==> src/rtl/dct4_pkg.sv <==
// rtl/dct4_pkg.sv - shared state encoding, mode constants and width rule for dct4_stream
package dct4_pkg;

  typedef enum logic [1:0] {
    COLLECT = 2'd0,
    COMPUTE = 2'd1,
    EMIT    = 2'd2
  } state_t;

  localparam logic MODE_DCT = 1'b0;
  localparam logic MODE_WHT = 1'b1;

  // Three guard bits hold the worst case |y1| = 3*(2^IN_W - 1) exactly.
  localparam int OUT_W_GUARD = 3;

  function automatic int out_width(input int in_w);
    return in_w + OUT_W_GUARD;
  endfunction

endpackage

==> src/rtl/dct4_butterfly.sv <==
// rtl/dct4_butterfly.sv - combinational 4-point integer DCT / Walsh-Hadamard butterfly
module dct4_butterfly
  import dct4_pkg::*;
#(
  parameter  int IN_W  = 4,
  localparam int OUT_W = out_width(IN_W)
) (
  input  logic signed [IN_W-1:0]  x0,
  input  logic signed [IN_W-1:0]  x1,
  input  logic signed [IN_W-1:0]  x2,
  input  logic signed [IN_W-1:0]  x3,
  input  logic                    mode,
  output logic signed [OUT_W-1:0] y0,
  output logic signed [OUT_W-1:0] y1,
  output logic signed [OUT_W-1:0] y2,
  output logic signed [OUT_W-1:0] y3
);

  logic signed [OUT_W-1:0] e0, e1, e2, e3;
  logic signed [OUT_W-1:0] s0, s1, d0, d1;

  assign e0 = {{(OUT_W-IN_W){x0[IN_W-1]}}, x0};
  assign e1 = {{(OUT_W-IN_W){x1[IN_W-1]}}, x1};
  assign e2 = {{(OUT_W-IN_W){x2[IN_W-1]}}, x2};
  assign e3 = {{(OUT_W-IN_W){x3[IN_W-1]}}, x3};

  assign s0 = e0 + e3;
  assign s1 = e1 + e2;
  assign d0 = e0 - e3;
  assign d1 = e1 - e2;

  always_comb begin
    y0 = s0 + s1;
    y2 = s0 - s1;
    if (mode == MODE_WHT) begin
      y1 = d0 + d1;
      y3 = d0 - d1;
    end else begin
      y1 = d0 + d0 + d1;
      y3 = d0 - d1 - d1;
    end
  end

endmodule

==> src/rtl/dct4_stream.sv <==
// rtl/dct4_stream.sv - streaming 4-point transform: collect 4 samples, compute, emit 4 coefficients
module dct4_stream
  import dct4_pkg::*;
#(
  parameter  int IN_W  = 4,
  localparam int OUT_W = out_width(IN_W)
) (
  input  logic                    clk,
  input  logic                    rst,
  input  logic                    in_valid,
  output logic                    in_ready,
  input  logic signed [IN_W-1:0]  in_data,
  input  logic                    in_mode,
  output logic                    out_valid,
  input  logic                    out_ready,
  output logic signed [OUT_W-1:0] out_data,
  output logic                    out_last
);

  state_t                  state, state_n;
  logic [1:0]              cnt;
  logic                    mode_q;
  logic signed [IN_W-1:0]  x_q [4];
  logic signed [OUT_W-1:0] y_q [4];
  logic signed [OUT_W-1:0] y_c0, y_c1, y_c2, y_c3;

  dct4_butterfly #(.IN_W(IN_W)) u_butterfly (
    .x0   (x_q[0]),
    .x1   (x_q[1]),
    .x2   (x_q[2]),
    .x3   (x_q[3]),
    .mode (mode_q),
    .y0   (y_c0),
    .y1   (y_c1),
    .y2   (y_c2),
    .y3   (y_c3)
  );

  always_ff @(posedge clk) begin
    if (rst) begin
      state  <= COLLECT;
      cnt    <= 2'd0;
      mode_q <= MODE_DCT;
      for (int i = 0; i < 4; i++) begin
        x_q[i] <= '0;
        y_q[i] <= '0;
      end
    end else begin
      state <= state_n;
      case (state)
        COLLECT: begin
          if (in_valid) begin
            x_q[cnt] <= in_data;
            if (cnt == 2'd0) mode_q <= in_mode;
            cnt <= cnt + 2'd1;
          end
        end
        COMPUTE: begin
          y_q[0] <= y_c0;
          y_q[1] <= y_c1;
          y_q[2] <= y_c2;
          y_q[3] <= y_c3;
        end
        EMIT: begin
          if (out_ready) cnt <= cnt + 2'd1;
        end
        default: ;
      endcase
    end
  end

  // Handshake flags decode only registered state, so in_valid/out_ready never reach them.
  always_comb begin
    state_n   = state;
    in_ready  = 1'b0;
    out_valid = 1'b0;
    case (state)
      COLLECT: begin
        in_ready = 1'b1;
        if (in_valid && cnt == 2'd3) state_n = COMPUTE;
      end
      COMPUTE: state_n = EMIT;
      EMIT: begin
        out_valid = 1'b1;
        if (out_ready && cnt == 2'd3) state_n = COLLECT;
      end
      default: state_n = COLLECT;
    endcase
  end

  assign out_data = y_q[cnt];
  assign out_last = (state == EMIT) && (cnt == 2'd3);

endmodule

==> config.mk <==
export PLATFORM = sky130hd
export DESIGN_NAME = dct4_stream
export DESIGN_NICKNAME = d
export VERILOG_FILES = /design/src/rtl/dct4_pkg.sv /design/src/rtl/dct4_butterfly.sv /design/src/rtl/dct4_stream.sv
export SDC_FILE = /design/constraint.sdc
export NUM_CORES = 1
export LEC_CHECK = 0
export CAP_MARGIN = 20
export CORE_ASPECT_RATIO = 2
export CORE_MARGIN = 2
export CORE_UTILIZATION = 40
export DETAILED_ROUTE_END_ITERATION = 12
export GPL_ROUTABILITY_DRIVEN = 1
export PLACE_DENSITY = 0.61
export RECOVER_POWER = 25
export SKIP_CTS_REPAIR_TIMING = 1
export SYNTH_ARGS = -nofsm -noshare
export SYNTH_HDL_FRONTEND = slang
export SYNTH_SLANG_ARGS = --single-unit
==> constraint.sdc <==
create_clock -name clk -period 5 [get_ports clk]
set_input_delay 1 -clock clk [delete_from_list [all_inputs] [get_ports clk]]
set_output_delay 1 -clock clk [all_outputs]
set_load 0.01 [all_outputs]
# Word-level counts from Yosys, hierarchy flattened
# Memories as Yosys holds them, arrays and structs flattened. A register that Yosys moved wholly into a read port is not among the register bits.
# Index checks and enable logic that the tools add are counted.
[totals]
inputBits = 9
mem_bits_rw = 44
out_inout_bits = 10
register_bits = 5
memories = 2
[memory_table]
columns = ["name", "words", "width", "read_ports", "rd_ports_with_merged_regs", "wr", "line_no", "rtl"]
rows = [
  ["y_q", 4, 7, 1, 1, 4, "dct4_stream.sv:24", "logic signed [OUT_W-1:0] y_q [4];"],
  ["x_q", 4, 4, 4, 0, 4, "dct4_stream.sv:23", "logic signed [IN_W-1:0] x_q [4];"],
]
[classes]
bitwise = 4
n_addsub = 12
n_reduce_logical = 10
eq_ne = 7
mux = 28
[ops]
columns = ["op", "count"]
rows = [
  ["7-bit two-way mux", 6],
  ["7-bit adder", 4],
  ["7-bit subtractor", 3],
  ["2-bit two-way mux", 7],
  ["1-bit two-way mux", 12],
  ["4-bit by 4-bit adder with 5-bit output", 2],
  ["4-bit by 4-bit subtractor with 5-bit output", 2],
  ["2-bit != test (second input constant)", 4],
  ["2-bit case mux with 3 select lines", 1],
  ["3-bit AND reduction", 2],
  ["2-bit == test (second input constant)", 2],
  ["2-bit logical NOT", 2],
  ["4-bit two-way mux", 1],
  ["1-bit bitwise OR", 4],
  ["2-bit case mux with 2 select lines", 1],
  ["4-bit OR reduction", 1],
  ["1-bit logical AND", 3],
  ["2-bit by 1-bit adder with 2-bit output (second input constant)", 1],
  ["2-bit by 1-bit == test with 1-bit output (second input constant)", 1],
  ["2-bit AND reduction", 1],
  ["2-bit nonzero test", 1],
]

# Depth between registers and ports, before layout
[depth]
ltp_word = 6
mapped_depth = 19
depth_no_buf = 19

# Cells and area by module
# Synthesis repeated with hierarchy kept, for this count alone.
[hier_totals]
hier_cells = 380
hier_area_um2 = 4067.7
[modules_own_cells]
columns = ["module", "seq_area_each_um2", "n_inst", "area_each_um2", "cells_each"]
rows = [
  ["dct4_stream", 1461.4, 1, 2207.1, 144],
  ["dct4_butterfly", 0.0, 1, 1860.5, 236],
]

# Worst setup path before layout
# OpenSTA, ideal clock, no wires.
[synth_path]
kind = "register to register"
startpoint = "mem x_q[0][0]"
endpoint = "mem y_q[3][6] (netlist name), data pin"
arrival_ps = 3268
n_path_buf = 1
path_stages_with_launch = 19
path_slack_ps = 1469
required_time_ps = 4737
setup_time_ps = 263
path_cell_list = "edfxtp_1 -> inv_1 -> ha_1 -> inv_1 -> fa_1 -> xor2_1 -> ha_1 -> clkbuf_2 -> nand2b_1 -> a21oi_1 -> nor2_1 -> xnor2_1 -> ha_1 -> o21ai_0 -> nand2b_1 -> nand3_1 -> a211oi_1 -> nor4_1 -> nand2_1"
[synth_lines]
columns = ["element", "line_no"]
rows = [
  ["start: declaration", "dct4_stream.sv:23"],
  ["end: declaration", "dct4_stream.sv:24"],
]

==> qor.yml <==
period_minus_slack_ps: 3953
cp_slowest_cell: "a31oi_1"
tightest_slew_ps: 808.1
synth_compound_area_frac: 0.09232
path_delay_family: "adder cells"
antenna_found_initial: 0
cpMostUsedCell: "ha_1"
cap_violations: 0
rows: 50
wirelength_um: 8000
nNetsFinal: 460
via_per_inst: 5.309
io_pins: 19
drt-initial-drc-count: 117
io_buffers: 18
cp_max_fo: 10
area.growth.synth_to_final_pct: 11.73
hold_viol: 0
setup_viol: 0
startpoint_type: "flop"
grt-ovfl-total: 0
ff2ff_setup_slack_ps: 1050
grt_pass1_wl_um: 12990
synth.distinct_cells: 48
dr_total_vias: 2660
crit_type: "flop to flop"
grt_max_degree: 26
rsz0062_at_grt: "false"
maxSlewViolCount: 0
peakVddDrop_v: 0.0001769
slew_headroom: 0.4587
grt_pass1_vias: 2856
cpPeakStageDelay_ps: 600
ant_nets: 0
skew_ps: 4.128
coreArea_sq_um: 9384
ys_async_sr_fraction: 0
drtPass1Iterations: 4
yosysWarnings: 0
post-route-util: 0.4599
synthAdderAreaFrac: 0.2083
leakagePower_nw: 1.784
reg2reg_depth: 13
critPathRequiredTime_ps: 5040
synth_xor_area_frac: 0.06835
final_cells: 501
multiInputGateArea_sq_um: 2236
fillers: 910
timing.rr.end: "y_q[3][6]$_SDFFCE_PN0P_"
dp_cells: 493
synth.area.mux_share: 0.05086
layout_worst_path_cycle_share: 0.7907
crit_buf_inv: 0
worstReg2RegStart: "x_q[1][3]$_SDFFCE_PN0P_"
final_cell_mix: "ha_1, nor2_1, edfxtp_1, inv_1, a21oi_1"
min_from: "state[0]$_SDFFE_PP0P_"
cts_buffer_depth: 2
drive_above_1_share: 0.06801
tns_ps: 0
die_x_um: 73.49
final_common_cell: "ha_1"
synth_seq_cells: 50
register_area_sq_um: 1431
numCtsBuffers: 5
arrival_ps: 4000
wire_per_inst_um: 15.97
grtUsageTotal: 0.1667
antennaDiodeCount: 0
power_per_cell_area_nw_per_um2: 395.7
end_kind: "flop"
clk_latency_ps: 290
path_cells: "ha_1 > and2b_2 > a31oi_1 > ha_1 > nand2b_1 > o31ai_1 > ha_1 > o21ai_0 > nand2b_1 > nand3_1 > a211oi_1 > nor4_1 > nand2_1"
cts.clk_slew.worst_paths_ps: 70
finalWeightedCongestion: 0.8346
worstHoldEndpoint: "state[1]$_SDFFE_PP0P_"
synth_ff_type: "edfxtp_1"
cts_tree: "yes"
syn-cell-area_sq_um: 3862
root_buffer: "clkbuf_16"
dp.final_hpwl_um: 6800
initial_core_util: 0.4116
synth_edf_count: 43
synth_simple_gate_area_frac: 0.1591
seq_area_frac_synth: 0.3706
synthesis.nets: 445
die_y_um: 143.0
drc: 0
cts_sinks: 50
synth_top_family_by_area: "adder cells"
avgSynthCellArea_sq_um: 10.14
htree_num_levels: 2
clock.fmax_mhz: 253.0
fp.dieArea_sq_um: 10510
hold_depth: 2
hold_class: "flop to flop"
outcome: "complete, no violations"
syn-instance-count: 381
## metal layers
metal	GRT usage	routed length [um]
met5	0	0
met4	0.07464	297
met3	0.02893	195
met2	0.3506	5014
met1	0.1357	2491
## final cells by class
class	instances	share of cell area
multi-input cells	280	0.5181
flip-flops and latches	50	0.3317
repair buffers	19	0.04523
inverters	40	0.03537
well taps	104	0.03015
clock buffers	5	0.02899
clock inverters	3	0.01044
## how the worst max path moves through the flow
stage,start,end,cells after the start
2_1_floorplan,x_q[0][0]$_SDFFCE_PN0P_,y_q[3][6]$_SDFFCE_PN0P_,18
3_3_place_gp,x_q[0][0]$_SDFFCE_PN0P_,y_q[3][6]$_SDFFCE_PN0P_,17
3_5_place_dp,x_q[0][0]$_SDFFCE_PN0P_,y_q[3][6]$_SDFFCE_PN0P_,17
4_1_cts,x_q[0][0]$_SDFFCE_PN0P_,y_q[3][6]$_SDFFCE_PN0P_,17
5_1_grt,x_q[0][0]$_SDFFCE_PN0P_,y_q[3][6]$_SDFFCE_PN0P_,17
6_report,x_q[1][3]$_SDFFCE_PN0P_,y_q[3][6]$_SDFFCE_PN0P_,13
## registers in the layout (all words and copies together) (netlist names), named ones only
register,cells
mode_q,1
y_q,27
x_q,16
cnt,2
state,2
## metrics by stage
| step | hold WS, ps | cell area [sq um] | setup WS [ps] | total power, mW |
|---|---|---|---|---|
| 6_report | 595.4 | 4315 | 1047 | 1.708 |
| 2_1_floorplan | 535.3 | 3862 | 1469 | 1.138 |
| 3_3_place_gp | 567.6 | 4130 | 1160 | 1.298 |
| 5_1_grt | 636.6 | 4315 | 677.4 | 1.825 |
| 3_5_place_dp | 588.6 | 4145 | 1084 | 1.321 |
| 4_1_cts | 600.2 | 4315 | 1084 | 1.710 |
## cell families after synthesis
family / after synthesis
simple gates: 123
fa+ha+maj: 59
compound gates: 58
buf+inv: 51
flops: 50
xor+xnor: 28
mux: 12
## report_power, final
group          total (mW)  internal, mW  switching, mW
Clock               0.388         0.236          0.152
Sequential          0.499         0.476         0.0235
Combinational       0.820         0.358          0.462
Total                1.71          1.07          0.638
## worst reg2reg max path: stages (launching register included)
cell and delay (ps):
edfxtp_1 390, ha_1 490, and2b_2 260, a31oi_1 600
ha_1 460, nand2b_1 130, o31ai_1 310, ha_1 320
o21ai_0 100, nand2b_1 130, nand3_1 100, a211oi_1 60
nor4_1 290, nand2_1 70
## cell usage after synthesis (all sizes together), types with 2 or more instances
master  number  area [sq um]
or2          3         18.77
edfxtp      43          1291
a21o         3         22.52
xnor2       20         175.2
and2        20         126.4
dfxtp        7         140.1
nor4         6         37.54
ha          45         563.0
a31oi        2         12.51
nand2       16         60.06
nand2b      12         75.07
xor2         8         88.84
a211oi       3         22.52
clkbuf      10         38.78
nand3        5         25.02
a21oi       33         165.2
o21bai       2         15.01
maj3         4         41.29
inv         40         152.6
a22o         2         18.77
fa          10         200.2
nor2b        3         18.77
nor3         6         30.03
mux4         6         135.1
o21ai        6         30.03
a41o         2         20.02
nand4        2         12.51
mux2i        5         50.05
nor2        44         165.2
No activity file was read; power rests on OpenSTA's default activity.
